==> config.mk <==
export PLATFORM = sky130hd
export DESIGN_NAME = halut_accumulator
export DESIGN_NICKNAME = d
export VERILOG_FILES = /design/src/rtl/halut_pkg.sv /design/src/rtl/mixed_int_adder.sv /design/src/rtl/halut_accumulator.sv
export SDC_FILE = /design/constraint.sdc
export NUM_CORES = 1
export LEC_CHECK = 0
export BUFFER_PORTS_ARGS = -buffer_cell sky130_fd_sc_hd__buf_2
export CORE_MARGIN = 2
export CORE_UTILIZATION = 55
export CTS_CLUSTER_DIAMETER = 40
export DETAILED_ROUTE_END_ITERATION = 7
export HOLD_SLACK_MARGIN = 0.06
export PLACE_DENSITY = 0.75
export SYNTH_ARGS = -nofsm -noshare
export SYNTH_HDL_FRONTEND = slang
export SYNTH_HIERARCHICAL = 1
export SYNTH_SLANG_ARGS = --single-unit
==> constraint.sdc <==
create_clock -name clk_i -period 6.58 [get_ports clk_i]
set_clock_uncertainty 0.1 [all_clocks]
set_input_delay 0.987 -clock clk_i [delete_from_list [all_inputs] [get_ports clk_i]]
set_output_delay 0.987 -clock clk_i [all_outputs]
set_load 0.01 [all_outputs]
==> src/rtl/halut_pkg.sv <==
// Shared types and default widths for the HALUT accumulator slice.
package halut_pkg;

    localparam int IN_WIDTH_DEF  = 8;
    localparam int OUT_WIDTH_DEF = 32;
    localparam int NUM_TERMS_DEF = 32;

    typedef enum logic {
        ACCUM  = 1'b0,
        OUTPUT = 1'b1
    } state_e;

endpackage

==> src/rtl/mixed_int_adder.sv <==
// Sign-extends a narrow signed term and adds it to a wide signed accumulator,
// wrapping modulo 2^OUT_WIDTH.
module mixed_int_adder #(
    parameter int IN_WIDTH  = 8,
    parameter int OUT_WIDTH = 32
) (
    input  logic [OUT_WIDTH-1:0] acc_i,
    input  logic [IN_WIDTH-1:0]  term_i,
    output logic [OUT_WIDTH-1:0] sum_o
);

    logic [OUT_WIDTH-1:0] term_ext;

    assign term_ext = {{(OUT_WIDTH-IN_WIDTH){term_i[IN_WIDTH-1]}}, term_i};
    assign sum_o    = acc_i + term_ext;

endmodule

==> src/rtl/halut_accumulator.sv <==
// Sums NUM_TERMS signed LUT entries per result behind valid/ready handshakes.
// Define HALUT_ACC_SAT_EN for saturating adds with a sticky overflow_o flag.
module halut_accumulator
    import halut_pkg::*;
#(
    parameter int IN_WIDTH  = IN_WIDTH_DEF,
    parameter int OUT_WIDTH = OUT_WIDTH_DEF,
    parameter int NUM_TERMS = NUM_TERMS_DEF
) (
    input  logic                 clk_i,
    input  logic                 rst_i,
    input  logic                 clear_i,
    input  logic                 in_valid_i,
    output logic                 in_ready_o,
    input  logic [IN_WIDTH-1:0]  in_data_i,
    output logic                 out_valid_o,
    input  logic                 out_ready_i,
    output logic [OUT_WIDTH-1:0] out_data_o,
    output logic                 busy_o,
    output logic                 overflow_o
);

    localparam int                CNT_W = (NUM_TERMS > 2) ? $clog2(NUM_TERMS) : 1;
    localparam logic [CNT_W-1:0]  LAST  = CNT_W'(NUM_TERMS - 1);

    state_e               state_q, state_d;
    logic [CNT_W-1:0]     cnt_q, cnt_d;
    logic [OUT_WIDTH-1:0] acc_q, acc_d;
    logic [OUT_WIDTH-1:0] out_data_q, out_data_d;
    logic [OUT_WIDTH-1:0] sum_wrap;
    logic [OUT_WIDTH-1:0] add_res;
    logic                 in_xfer;

    mixed_int_adder #(
        .IN_WIDTH  (IN_WIDTH),
        .OUT_WIDTH (OUT_WIDTH)
    ) u_adder (
        .acc_i  (acc_q),
        .term_i (in_data_i),
        .sum_o  (sum_wrap)
    );

`ifdef HALUT_ACC_SAT_EN
    logic add_ovf;
    logic ovf_acc_q, ovf_acc_d;
    logic ovf_out_q, ovf_out_d;

    // Signed overflow: operands share a sign that the wrapped sum does not.
    assign add_ovf = (acc_q[OUT_WIDTH-1] == in_data_i[IN_WIDTH-1]) &&
                     (sum_wrap[OUT_WIDTH-1] != acc_q[OUT_WIDTH-1]);
    assign add_res = !add_ovf ? sum_wrap :
                     acc_q[OUT_WIDTH-1] ? {1'b1, {(OUT_WIDTH-1){1'b0}}}
                                        : {1'b0, {(OUT_WIDTH-1){1'b1}}};
    assign overflow_o = ovf_out_q;
`else
    assign add_res    = sum_wrap;
    assign overflow_o = 1'b0;
`endif

    assign in_xfer     = in_valid_i && (state_q == ACCUM);
    assign in_ready_o  = (state_q == ACCUM);
    assign out_valid_o = (state_q == OUTPUT);
    assign out_data_o  = out_data_q;
    assign busy_o      = (cnt_q != '0) || (state_q == OUTPUT);

    always_comb begin
        // NOTE: every next-state value gets a default first so no path leaves it unassigned (no latch).
        state_d    = state_q;
        cnt_d      = cnt_q;
        acc_d      = acc_q;
        out_data_d = out_data_q;
`ifdef HALUT_ACC_SAT_EN
        ovf_acc_d  = ovf_acc_q;
        ovf_out_d  = ovf_out_q;
`endif
        if (clear_i) begin
            state_d = ACCUM;
            cnt_d   = '0;
            acc_d   = '0;
`ifdef HALUT_ACC_SAT_EN
            ovf_acc_d = 1'b0;
            ovf_out_d = 1'b0;
`endif
        end else if (state_q == ACCUM) begin
            if (in_xfer) begin
                if (cnt_q == LAST) begin
                    out_data_d = add_res;
                    cnt_d      = '0;
                    acc_d      = '0;
                    state_d    = OUTPUT;
`ifdef HALUT_ACC_SAT_EN
                    ovf_out_d = ovf_acc_q | add_ovf;
                    ovf_acc_d = 1'b0;
`endif
                end else begin
                    acc_d = add_res;
                    cnt_d = cnt_q + 1'b1;
`ifdef HALUT_ACC_SAT_EN
                    ovf_acc_d = ovf_acc_q | add_ovf;
`endif
                end
            end
        end else if (out_ready_i) begin
            state_d = ACCUM;
`ifdef HALUT_ACC_SAT_EN
            ovf_out_d = 1'b0;
`endif
        end
    end

    // NOTE: sequential state uses non-blocking assignments so all registers update together.
    always_ff @(posedge clk_i or posedge rst_i) begin
        if (rst_i) begin
            state_q    <= ACCUM;
            cnt_q      <= '0;
            acc_q      <= '0;
            out_data_q <= '0;
`ifdef HALUT_ACC_SAT_EN
            ovf_acc_q  <= 1'b0;
            ovf_out_q  <= 1'b0;
`endif
        end else begin
            state_q    <= state_d;
            cnt_q      <= cnt_d;
            acc_q      <= acc_d;
            out_data_q <= out_data_d;
`ifdef HALUT_ACC_SAT_EN
            ovf_acc_q  <= ovf_acc_d;
            ovf_out_q  <= ovf_out_d;
`endif
        end
    end

endmodule

---- After elaboration in Yosys (flattened, before gate mapping) ----
Index checks and enable logic that the tools add are counted.
storage, ports and cells
  output and inout port bits .............. 36
  register bits ........................... 70
  word-level logic and storage cells ...... 29
cells by class
  $add $sub $neg .......................... 2
  reductions and logical operators ........ 6
  muxes and demuxes ....................... 13
  bitwise logic cells ..................... 2
  eq/ne operators ......................... 2
operator list
  cell                                                           number
  32-bit two-way mux                                             4
  32-bit adder                                                   1
  5-bit two-way mux                                              4
  5-bit by 1-bit adder with 5-bit output, second input constant  1
  5-bit equality test, second input constant                     1
  1-bit two-way mux                                              5
  5-bit nonzero test                                             1
  4-bit AND reduction                                            1
  2-bit != test, second input constant                           1
  1-bit inverter                                                 2
  2-bit AND reduction                                            1
  2-bit nonzero test                                             1
  1-bit logical AND                                              1
  1-bit logical OR                                               1

---- Depth between registers and ports, before layout ----
Gate-level depths: netlist of run 1.
  depth after elaboration ................. 5
  gate-level depth with buffers ........... 9

---- Hierarchy ----
Netlist of run 1, hierarchy kept.
by module, submodules not included
  module             area an instance (µm²)  sequential area each (µm²)  instances  cells each
  halut_accumulator  2,733.9                 1,751.7                     1          186
  mixed_int_adder    1,829.3                 0.0                         1          256

---- Worst setup path before layout of run 1 ----
No wires, ideal clock.
  path type ............................... input to register
  start point ............................. input port in_data_i[0]
  end point ............................... register out_data_q[30] (netlist: out_data_o[30])
  arrival time ............................ 3.003 ns
  library setup time ...................... 0.125 ns
  cell stages on the path ................. 9
  setup slack ............................. 3.352 ns
  data required time ...................... 6.355 ns
  cell sequence ........................... ha_1 > fa_1 > a21o_1 > a221oi_2 > o21a_2 > o31ai_4 > a221oi_2 > xnor2_1 > mux2_2
between the ends
  cells in the longest elaborated chain, start to end .. 1
ends and longest elaborated chain
  element                 line                      RTL
  start: declaration      halut_accumulator.sv:15   input logic [IN_WIDTH-1:0] in_data_i,
  32-bit adder            mixed_int_adder.sv:15     assign sum_o = acc_i + term_ext;
  named net add_res[30]   halut_accumulator.sv:31   logic [OUT_WIDTH-1:0] add_res;
  end signal: assignment  halut_accumulator.sv:126  out_data_q <= out_data_d;
  end: declaration        halut_accumulator.sv:29   logic [OUT_WIDTH-1:0] out_data_q, out_data_d;
The timed path passes the listed nets, and every way through them passes these cells.
A chain may end at the register's enable or synchronous reset.

---- Worst setup path after layout of run 1 ----
  start point ............................. input port in_data_i[7]
  end point ............................... register out_data_q[21] (netlist: out_data_o[21])
The elaborated chain is that of the path after synthesis.

==> results of run 1 <==
## cells in the mapped netlist, types with 8 or more instances
| master | number | area share |
|---|---|---|
| sky130_fd_sc_hd__o21ai_0 | 15 | 0.016 |
| sky130_fd_sc_hd__nor2_1 | 22 | 0.018 |
| sky130_fd_sc_hd__ha_1 | 35 | 0.096 |
| sky130_fd_sc_hd__xor2_1 | 12 | 0.023 |
| sky130_fd_sc_hd__dfrtp_1 | 70 | 0.38 |
| sky130_fd_sc_hd__nand4_1 | 8 | 0.011 |
| sky130_fd_sc_hd__buf_2 | 12 | 0.013 |
| sky130_fd_sc_hd__nand3_1 | 8 | 0.0088 |
| sky130_fd_sc_hd__nand2_1 | 34 | 0.028 |
| sky130_fd_sc_hd__a22o_1 | 32 | 0.061 |
| sky130_fd_sc_hd__a21oi_1 | 33 | 0.036 |
| sky130_fd_sc_hd__mux2_2 | 30 | 0.074 |
| sky130_fd_sc_hd__xnor2_1 | 16 | 0.031 |
| sky130_fd_sc_hd__inv_1 | 10 | 0.0082 |
## state kept, by name, summed over array words and instances, names as in the netlist
name and cells:
out_data_o 32, cnt_q 5, out_valid_o 1, acc_q 32
## report_power, final
group | internal [mW] | total, mW | switching (mW)
combinational | 0.174 | 0.437 | 0.263
clock | 0.196 | 0.366 | 0.170
sequential | 0.461 | 0.483 | 0.0215
## kinds of logic (layout without fill, tap and decap cells)
logic type,Yosys count,in the layout
AND/OR/NAND/NOR,99,99
multiplexers,32,32
buffers and inverters,35,78
other,1,1
AO/OA/AOI/OAI,141,141
adder cells (fa/ha/maj),36,36
flip-flops,70,70
XOR/XNOR,28,28
## through the flow
step	util	total power, mW
global placement	0.591	0.907
detailed placement	0.591	0.917
finish	0.620	1.29
global route	0.620	1.36
CTS	0.617	1.29
floorplan	-	0.830
## metal layers
| metal | track usage | vias up | part of all wire |
|---|---|---|---|
| met3 | 0.0443 | 14 | 0.040 |
| met1 | 0.324 | 1756 | 0.47 |
| met2 | 0.390 | 105 | 0.48 |
| met4 | 0.0700 | 0 | 0.012 |
| met5 | 0 | - | 0 |
| li1 | - | 1724 | - |
## path summary, 6_finish.rpt
| check | start | to | slack, ps | depth (start not counted) |
|---|---|---|---|---|
| max in group asynchronous | rst_i | out_data_o[16]$_DFFE_PP0P_ | 5040 | 3 |
| min in group asynchronous | rst_i | out_data_o[0]$_DFFE_PP0P_ | 790 | 3 |
| worst max register to register | acc_q[0]$_DFFE_PP0P_ | out_data_o[30]$_DFFE_PP0P_ | 3660 | 9 |
| worst min-delay path | out_data_o[5]$_DFFE_PP0P_ | out_data_o[5]$_DFFE_PP0P_ | 390 | 1 |
| worst min register to register | out_data_o[5]$_DFFE_PP0P_ | out_data_o[5]$_DFFE_PP0P_ | 390 | 1 |
| worst max-delay path | in_data_i[7] | out_data_o[21]$_DFFE_PP0P_ | 3080 | 9 |
## area by class of cell
class / instances / area [µm²]
Clock buffer: 11 / 151
Clock inverter: 5 / 56.3
Fill cell: 701 / 3090
Inverter: 11 / 41.3
Multi-Input combinational cell: 337 / 2630
Sequential cell: 70 / 1750
Tap cell: 105 / 131
Timing Repair Buffer: 51 / 285
==> run summary, run 1 <==
The flow ran to the end, and the final reports show no timing, DRC or antenna violations. The pre-CTS worst setup slack is 2810 ps. The quantity of I/O buffers inserted on ports is 47. The wire length of the first global-routing pass is 17100 µm. The number of instances in the synthesized netlist came out at 442. The cts-stage hold buffer count came out at 0. The number of cells after detailed placement came out at 573.

Summed over all layers, the global routing overflow is 0. The tree is rooted in a sky130_fd_sc_hd__clkbuf_8. The flip-flop and latch count after synthesis came out at 70. The summed area of non-filler cells in the final layout came out at 5040 µm².

The biggest cell delay along the critical path is 450 ps. In this run the worst path has a maximum fanout of 25. The initial antenna violation count is 0.

The number of placement rows is 33. The final-stage net count is 529. The average wire per cell in the routed design came out at 17.2 µm. The vertical die dimension is 95.1 µm. The critical path goes through buf_2, ha_1, a21oi_1, nor2_1, or4_1, o21ai_1, o21ai_1, xor2_1, mux2_2. Of the cells placed in the final design, the portion with a size suffix greater than 1 is 0.241. The required time reported for the critical path endpoint came out at 6710 ps.

The mean cell area of the mapped netlist is 10.3 µm². The number of buffers and inverters on the critical path is 1. After synthesis, the share of cell area in mux cells is 0.0790. The final count of negative-setup-slack endpoints came out at 0. The x dimension of the die came out at 95.1 µm. Of the total synthesized cell area, the portion taken by AND, OR, NAND and NOR gates is 0.113.

Among the stages of the critical path, the cell type that occurs most often is sky130_fd_sc_hd__o21ai_1. The die covers 9040 µm². The worst max-slew margin expressed relative to the limit came out at 0.429.

The post-synthesis compound-gate area fraction came out at 0.227. The placed wire-length estimate after detailed placement came out at 7240 µm. The first-pass iteration count of the detailed router is 6. The worst-case IR drop observed on VDD is 0.136 mV. Dividing the final minimum period by the clock period gives 0.532. The most common library cell in the layout ignoring fill and taps is sky130_fd_sc_hd__dfrtp_1. The antenna diode count came out at 0. Setup repair after global routing left no endpoint under its margin. The instance area at placement is 4810 µm². The worst setup path is launched from an input port. Clock latency on the worst-skew pair, taken at its later pin, is 350 ps. The clock net sink count came out at 70. The transition time at the pin with the least slew margin came out at 856 ps. The setup total negative slack is 0 ps.

Final hold analysis gives a worst-case slack of 390 ps. The number of setup buffers added after CTS is 0. Of the total synthesized cell area, the portion taken by XOR and XNOR cells is 0.0537. The fraction of registers with async set/reset came out at 1.00. The combined global-route utilization of all metal layers came out at 0.239.

For this run, the number of standard cells in the final layout without fillers is 590. The area growth from synthesis to final layout is 10.5%. The final-report hold violation count came out at 0.

For this run, the leading register cell type out of synthesis is sky130_fd_sc_hd__dfrtp_1. Synthesis produced a netlist with a net count of 491. The number of flops mapped to enable cells by yosys came out at 0. The sum of routed wire length over all layers is 10100 µm. The type of the setup path with the least slack is in2reg. The total clock buffers created by CTS came out at 9. The worst hold path belongs to the class reg2reg. The count of final max-slew check failures came to 0. The maximum operating frequency is 0.286 GHz. The via count of the first global-routing pass came out at 3571. The deepest clock path buffer count is 2. Post-CTS repair changed the size of 0 cells.

The fraction of the mapped netlist area in adder cells came out at 0.100. Max-cap violations in this run came to 0. The number of vias in the routed layout came out at 3599. Among all stages on the critical path, the largest delay is contributed by sky130_fd_sc_hd__buf_2. The power density normalized to cell area came out at 255 nW/µm². For this design the static power due to leakage is 2.53 nW. The number of placed I/O pins came out at 49.

The synthesis warning total is 6. The clock period minus final worst setup slack is 3500 ps. Entering global routing, the biggest net connects 71 pins. The detail route stage leaves a number of antenna-violating nets equal to 0.

By area, the combinational part of the netlist is dominated by compound AO/OA/AOI/OAI gates. Grouping stages by cell kind, the critical path spends the most delay in compound AO/OA/AOI/OAI gates. The ratio of routed vias to standard cells came out at 6.10.

The arrival time of data at the critical path endpoint is 3630 ps. The library cells used most frequently in the layout, excluding fill and tap cells, are 70 x sky130_fd_sc_hd__dfrtp_1, 47 x sky130_fd_sc_hd__buf_2, 35 x sky130_fd_sc_hd__ha_1, 34 x sky130_fd_sc_hd__nand2_1, 33 x sky130_fd_sc_hd__a21oi_1. The final routed DRC violation total is 0. Synthesis instantiated 65 different standard cells from the library. The initial utilization of the core area, before any placement, comes to 0.561.

STA classifies the critical path endpoint as a flip-flop. The sequential share of the synthesized area came out at 0.384. The core box area is 8130 µm². The CTS tree is yes. The clock edge transition at the registers on the reported setup and hold paths is 80 ps. The maximum level of the CTS H-tree came out at 3. After synthesis the cells add up to 4560 µm². The routability congestion estimate is 0.937. Setup slack closes at 3080 ps. The violation count after the first detailed-route iteration is 116.
No activity file was read; power rests on OpenSTA's default activity.
==> run 2, diff against run 1 <==
--- a/config.mk
+++ b/config.mk
@@ -5,6 +5,7 @@
 export SDC_FILE = /design/constraint.sdc
 export NUM_CORES = 1
 export LEC_CHECK = 0
+export ABC_AREA = 1
 export BUFFER_PORTS_ARGS = -buffer_cell sky130_fd_sc_hd__buf_2
 export CORE_MARGIN = 2
 export CORE_UTILIZATION = 55
==> constraint.sdc (replaced) <==
create_clock -name clk_i -period 3.4 [get_ports clk_i]
set_clock_uncertainty 0.1 [all_clocks]
set_input_delay 0.51 -clock clk_i [delete_from_list [all_inputs] [get_ports clk_i]]
set_output_delay 0.51 -clock clk_i [all_outputs]
set_load 0.01 [all_outputs]
==> run 2 against run 1 <==
Against the previous run: total power up 97%; clock power is 83% higher; flip-flop and latch count unchanged; largest cell class unchanged; utilization is 0.63 points higher; largest power group is now combinational cells; cell area up 16%; hold slack got worse by 230 ps.
==> run summary, run 2 <==
The area of the multi-input gates came out at 2890 µm². The area growth from synthesis to final layout is 9.19%. The kind of end point of the critical path is a flip-flop. Before antenna repair, the detailed router went through 5 iterations. The clock net sink count came out at 70.

For the worst-skew pair, the clock arrives at the later sink with an insertion delay of 360 ps. The first global-routing pass estimated 21100 µm of wire. The sum of routed wire length over all layers is 12200 µm.

The antenna diode count is 0. IR analysis of the VDD net gives a maximum drop of 0.203 mV. Input and output buffers added on the ports amount to 47. The number of nets in the synthesized netlist is 835. The average wire per cell in the routed design is 12.6 µm. The critical path in this run is classified as reg2reg. The floorplan step defined a die boundary enclosing 10500 µm². The fraction of the core area covered by cells at the end of the flow is 0.626. In this run the number of H-tree levels came out at 3. Power spread over the standard cell area amounts to 433 nW/µm². Of the cells placed in the final design, the portion with a size suffix greater than 1 is 0.183. The initial antenna violation count is 0. The final-report hold violation count came out at 0.

The total clock buffers created by CTS is 9. The reported leakage power came out at 3.55 nW. The endpoint identified for the worst register-to-register timing path is out_data_o[1]$_DFFE_PP0P_. The violation count after the first detailed-route iteration is 233. The count of final max-slew check failures is 0. Post-CTS repair changed the size of 0 cells. The critical path goes through ha_1, nand2_1, nor2_1, ha_1, nand3_4, nand2_1, o21ai_2. Ranked by total cell area, the synthesized netlist is headed by sky130_fd_sc_hd__dfrtp_1 33%, sky130_fd_sc_hd__nand2_1 19%, sky130_fd_sc_hd__inv_1 9.7%. The mapped netlist covers 5350 µm².

The floorplan has 35 rows. The combined global-route utilization of all metal layers came out at 0.255. The via count of the first global-routing pass is 4630. The number of max-capacitance violations reported came out at 0.

The final routed DRC violation total is 0. Fill cells in the final layout number 882. The clock period minus final worst setup slack is 2430 ps. The library cells used most frequently in the layout, excluding fill and tap cells, are 276 x sky130_fd_sc_hd__nand2_1, 137 x sky130_fd_sc_hd__inv_1, 70 x sky130_fd_sc_hd__dfrtp_1, 47 x sky130_fd_sc_hd__buf_2, 42 x sky130_fd_sc_hd__nor2_1. The biggest area contributor in the post-synthesis netlist is sky130_fd_sc_hd__dfrtp_1. The top cell type's share of synthesized area came out at 0.327. The number of instances in the synthesized netlist is 786. The deepest clock path buffer count came out at 2.

The most used flip-flop cell after synthesis is sky130_fd_sc_hd__dfrtp_1. The initial core utilization is 0.573. The cts-stage hold buffer count is 0. The cell sitting at the root of the clock tree is a sky130_fd_sc_hd__clkbuf_8.

The transition time at the pin with the least slew margin is 959 ps. After clock tree synthesis, the clock-pin slew on the worst setup and hold paths is 80 ps. By count the netlist is led by 276 x sky130_fd_sc_hd__nand2_1, 138 x sky130_fd_sc_hd__inv_1, 70 x sky130_fd_sc_hd__dfrtp_1, 42 x sky130_fd_sc_hd__nor2_1.

The endpoint of the most critical setup path is out_data_o[1]$_DFFE_PP0P_. Setup repair after global routing left no endpoint under its margin. The worst hold path belongs to the class in2async.

The maximum operating frequency came out at 0.411 GHz. For this run, the post-layout net count is 881. The sequential share of the synthesized area is 0.327. The flow ran to the end, and the final reports show no timing, DRC or antenna violations. The number of setup buffers added after CTS is 0. In this run the tightest slew margin relative to its limit is 0.361. The distinct cell type count after synthesis came out at 34. The number of vias in the routed layout is 4726. The routability congestion estimate is 0.986. The total congestion overflow came out at 0. The pin count of the biggest net entering global routing came out at 66.

The storage element area is 1750 µm². The region available for standard cell placement spans 9330 µm². The setup total negative slack came out at 0 ps. In this design, the stage delay of the slowest critical-path cell is 700 ps. The count of nets left with antenna violations after detail routing came out at 0.

For this design, the slowest cell found on the critical path is sky130_fd_sc_hd__nand3_4. The fraction of registers with async set/reset is 1.00. By instance count, the leading cell after synthesis is sky130_fd_sc_hd__nand2_1.

The x dimension of the die came out at 103 µm. The number of cell instances on the worst register-to-register path came out at 7. At the worst endpoint, the required time is 3510 ps. The mean cell area of the mapped netlist is 6.81 µm².

For this design the top-level I/O count stands at 49. Across all register-to-register paths, the minimum setup slack is 970 ps. STA classifies the critical path startpoint as a flip-flop.

The largest fanout on the critical path came out at 65. In this run the vertical extent of the chip is 103 µm. The library cell used most frequently in the layout, excluding fill and tap cells, is sky130_fd_sc_hd__nand2_1.

The placed wire-length estimate after detailed placement is 9260 µm. During synthesis, Yosys emitted a total of 6 warnings. At the worst endpoint, the arrival time is 2540 ps. The ratio of routed vias to standard cells came out at 4.89. The worst register-to-register path begins at cnt_q[1]$_DFFE_PP0P_. TritonCTS built the clock tree.

The flip-flop and latch count after synthesis is 70. The final count of negative-setup-slack endpoints came out at 0. The start point of the critical path is cnt_q[1]$_DFFE_PP0P_. Counting flops with a built-in enable in the synthesized netlist gives 0. In the finished design, the share of the clock period the worst path needs comes to 0.716.
## run 2: changes by cell type in the layout (fill, tap and decap cells not counted), sizes merged, moves of 7 or more
| cell | previous run | this run |
|---|---|---|
| xnor2 | 16 | 2 |
| nand3 | 9 | 35 |
| a22o | 32 | 0 |
| mux2 | 32 | 0 |
| nor2 | 23 | 44 |
| o21ai | 21 | 66 |
| nand2 | 34 | 313 |
| a21oi | 33 | 20 |
| inv | 11 | 154 |
| o21a | 7 | 0 |
## run 2: critical path, delay by kind of cell, from the launching register on
kind                     cells  cell delay, ps
AO/OA/AOI/OAI                1              70
adder cells (fa/ha/maj)      2             430
flip-flops                   1             400
AND/OR/NAND/NOR              4            1230
## run 2: power breakdown
part	switching (mW)	internal [mW]	total (mW)
Clock	0.335	0.333	0.668
Combinational	0.635	0.295	0.930
Sequential	0.0389	0.890	0.929
Total	1.01	1.52	2.53
## run 2: worst min path at each step
stage                               startpoint                    endpoint  slack [ps]  cells past startpoint
global placement     out_data_o[2]$_DFFE_PP0P_   out_data_o[2]$_DFFE_PP0P_         360                      2
CTS                                      rst_i        cnt_q[3]$_DFFE_PP0P_         180                      2
global route                       out_ready_i       out_valid_o$_DFF_PP0_         220                      2
detailed placement  out_data_o[13]$_DFFE_PP0P_  out_data_o[13]$_DFFE_PP0P_         370                      2
floorplan                 acc_q[0]$_DFFE_PP0P_        acc_q[0]$_DFFE_PP0P_         360                      2
finish                                   rst_i        cnt_q[3]$_DFFE_PP0P_         160                      2
## run 2: cell families after synthesis
logic type               after synthesis  share of synthesized area
adder cells (fa/ha/maj)               36                     0.0856
other                                  1                   0.000701
AO/OA/AOI/OAI                         90                      0.104
flip-flops                            70                      0.327
XOR/XNOR                              16                     0.0262
AND/OR/NAND/NOR                      403                      0.322
buffers and inverters                170                      0.134
## run 2: cell type report
cell class | instances | area share
inverters | 156 | 0.101
multi-input cells | 546 | 0.494
clock buffers | 9 | 0.0212
flip-flops and latches | 70 | 0.300
clock inverters | 7 | 0.0111
well taps | 129 | 0.0276
repair buffers | 49 | 0.0450
## run 2: per-layer routing
metal | vias up | track usage | wire, µm
met5 | - | 0 | 0
met4 | 0 | 0.114 | 327
met3 | 23 | 0.0393 | 592
met2 | 127 | 0.404 | 5430
met1 | 2106 | 0.346 | 5830
li1 | 2470 | - | -
## run 2: stage by stage
stage               hold WS, ps  cell area (µm²)  total power [mW]  setup slack [ps]  std cells
floorplan                   356             5350              1.66              1020        786
global placement            361             5650              1.85               711        950
detailed placement          367             5650              1.86               657        950
CTS                         180             5840              2.55               958        966
global route                221             5840              2.73               756        966
finish                      162             5840              2.53               967        966
==> run 3, diff against run 2 <==
--- a/config.mk
+++ b/config.mk
@@ -12,7 +12,7 @@
 export CTS_CLUSTER_DIAMETER = 40
 export DETAILED_ROUTE_END_ITERATION = 7
 export HOLD_SLACK_MARGIN = 0.06
-export PLACE_DENSITY = 0.75
+export PLACE_DENSITY = 0.78
 export SYNTH_ARGS = -nofsm -noshare
 export SYNTH_HDL_FRONTEND = slang
 export SYNTH_HIERARCHICAL = 1
==> constraint.sdc (replaced) <==
create_clock -name clk_i -period 2.17 [get_ports clk_i]
set_clock_uncertainty 0.1 [all_clocks]
set_input_delay 0.3255 -clock clk_i [delete_from_list [all_inputs] [get_ports clk_i]]
set_output_delay 0.3255 -clock clk_i [all_outputs]
set_load 0.01 [all_outputs]
==> run 3 against run 2 <==
Against the previous run: hold slack worse by 34 ps; global-route usage is 0.18 points higher; critical path depth is 7 higher; sequential power is 60% higher; clock power is 63% higher; clock-buffer cell count is 2 higher; via count is 6.5% higher; maximum frequency is 15% higher; routed wire length is 9.9% higher; critical path type unchanged; largest cell class unchanged.
==> run summary, run 3 (synthesized netlist as in run 2, its figures left out) <==
The flow ran to the end, and the final reports show no timing, DRC or antenna violations. The count of nets left with antenna violations after detail routing came out at 0. The type of the setup path with the least slack is reg2reg. After detailed routing, no signal wire sits above met4. The startpoint identified for the worst register-to-register timing path is acc_q[0]$_DFFE_PP0P_. Setup slack on the critical path of the routed design comes to 55.5 ps. For this design the top-level I/O count stands at 49. The deepest clock path buffer count came out at 2. Setup violations remaining at the end of the flow were counted as 0.

The wire length of the first global-routing pass came out at 21300 µm. The total power after layout came out at 4.45 mW. In this run, the number of DRC markers left after iteration 0 of detailed routing was 253. Detailed placement ended at an HPWL of 9810 µm. The count of final max-slew check failures came out at 0. The final routed DRC violation total came out at 0. The ratio of routed vias to standard cells is 4.97. The start point of the critical path is acc_q[0]$_DFFE_PP0P_. The average wire per cell in the routed design is 13.2 µm. The number of placement rows is 35. In the detailed route, the total length drawn on met3 is 615 µm. The clock net sink count is 70. The type of origin of the critical path is a flip-flop.

The total routed wire length on the met1 layer came out at 6440 µm. The final layout contains routed wiring with a total length of 13400 µm. The clock period minus final worst setup slack is 2110 ps.

The repair_antennas step left the layout with diodes totalling 0. The number of cells after detailed placement is 994. The routability congestion estimate came out at 0.913. The CTS root buffer is sky130_fd_sc_hd__clkbuf_8. The summed area of non-filler cells in the final layout is 6580 µm².

Entering global routing, the biggest net connects 71 pins. The pre-CTS worst setup slack came out at -186 ps. The combined global-route utilization of all metal layers is 0.257. The maximum operating frequency came out at 0.473 GHz.

The first TritonRoute pass finished after 5 iterations. TritonCTS built the clock tree. The power density normalized to cell area came out at 676 nW/µm². The most common library cell in the layout ignoring fill and taps is sky130_fd_sc_hd__nand2_1. The via count of the first global-routing pass is 4533. The area growth from synthesis to final layout is 22.9%. In this run the worst setup path terminates at acc_q[28]$_DFFE_PP0P_. Fill cells in the final layout number 793. The fraction of the core area covered by cells at the end of the flow is 0.705. In this run, CTS created clock tree buffers numbering 9. The initial core utilization is 0.573.

The share of post-route cells with drive strength above 1 came out at 0.281. The final-stage net count came out at 928. The core box area is 9330 µm². Setup repair after global routing could not meet its margin everywhere. The initial antenna violation count came out at 0. The final-report hold violation count is 0. The latest clock arrival within the worst-skew pair came out at 340 ps. The period utilization came out at 0.974.

The die covers 10500 µm². The quantity of I/O buffers inserted on ports came out at 47. After clock tree synthesis, the clock-pin slew on the worst setup and hold paths is 80 ps.

The reported leakage power is 3.83 nW. The register-to-register path setup slack came out at 60 ps. The number of vias in the routed layout came out at 5031. At the worst endpoint, the required time is 2300 ps.

The instance area at placement came out at 6010 µm². The worst hold-check path type is in2reg. The storage element area came out at 1750 µm².

The H-tree was split into 3 levels. The met2 routed wirelength is 6090 µm. In the layout the commonest cells are 261 x sky130_fd_sc_hd__nand2_1, 133 x sky130_fd_sc_hd__inv_1, 70 x sky130_fd_sc_hd__dfrtp_1, 46 x sky130_fd_sc_hd__buf_2, 45 x sky130_fd_sc_hd__nand2_2.

The die is 103 µm wide. The vertical die dimension came out at 103 µm. The number of cell instances on the worst register-to-register path is 14.

The maximum vdd ir drop is 0.451 mV. Data on the critical path arrives at its endpoint at 2250 ps. The largest fanout on the critical path is 4.

The total congestion overflow came out at 0. The final cell count without fillers is 1013. Across the run, the number of max-cap violations was 0.

In the final layout, the multi-input gates occupy 3220 µm². The endpoint identified for the worst register-to-register timing path is acc_q[28]$_DFFE_PP0P_. STA classifies the critical path endpoint as a flip-flop.
## run 3: worst min path at each step
stage,depth (start not counted),endpoint,start,slack [ps]
detailed placement,3,out_data_o[13]$_DFFE_PP0P_,rst_i,350
CTS,2,out_valid_o$_DFF_PP0_,clear_i,100
global route,2,out_valid_o$_DFF_PP0_,clear_i,130
global placement,3,out_data_o[12]$_DFFE_PP0P_,rst_i,350
finish,2,out_valid_o$_DFF_PP0_,clear_i,130
floorplan,1,out_valid_o$_DFF_PP0_,out_ready_i,320
## run 3: cell type report
| type | count | area share |
|---|---|---|
| Timing Repair Buffer | 96 | 0.0997 |
| Clock inverter | 5 | 0.00875 |
| Clock buffer | 11 | 0.0215 |
| Multi-Input combinational cell | 546 | 0.489 |
| Sequential cell | 70 | 0.266 |
| Inverter | 156 | 0.0900 |
| Tap cell | 129 | 0.0245 |
## run 3: metrics by stage
| step | hold slack, ps | setup TNS [ps] |
|---|---|---|
| finish | 129 | 0 |
| global route | 132 | -245 |
| CTS | 100 | 0 |
| detailed placement | 353 | -4390 |
| global placement | 349 | -3440 |
| floorplan | 322 | 0 |
## run 3: routing by layer
layer  vias up  GRT usage
met5         -          0
met4         0     0.0779
met3        20     0.0298
met2       128      0.399
met1      2308      0.377
li1       2575          -
## run 3: worst max-delay path, cell delays in order (launching register included)
cell	delay (ps)
sky130_fd_sc_hd__dfrtp_1	410
sky130_fd_sc_hd__ha_4	200
sky130_fd_sc_hd__fa_2	400
sky130_fd_sc_hd__nand3_2	80
sky130_fd_sc_hd__nand3_2	80
sky130_fd_sc_hd__nand2_2	100
sky130_fd_sc_hd__nand2_4	80
sky130_fd_sc_hd__nand2_4	90
sky130_fd_sc_hd__nand2_4	80
sky130_fd_sc_hd__nand2_4	100
sky130_fd_sc_hd__nand2_2	50
sky130_fd_sc_hd__nand2_2	70
sky130_fd_sc_hd__nand2_2	50
sky130_fd_sc_hd__inv_2	70
sky130_fd_sc_hd__o21ai_2	50
## run 3: power by group
part	internal, mW	switching [mW]
Clock	0.566	0.522
Combinational	0.747	1.13
Sequential	1.39	0.0906
## run 3: timing repair
item / 4_1_cts / 5_1_grt
pin swaps: 0 / 22
hold buffers: 2 / 0
buffers inserted: 1 / 1
endpoints found under the hold margin: 71 / 0
endpoints found under the setup margin: 22 / 30
resized for setup: 3 / 66
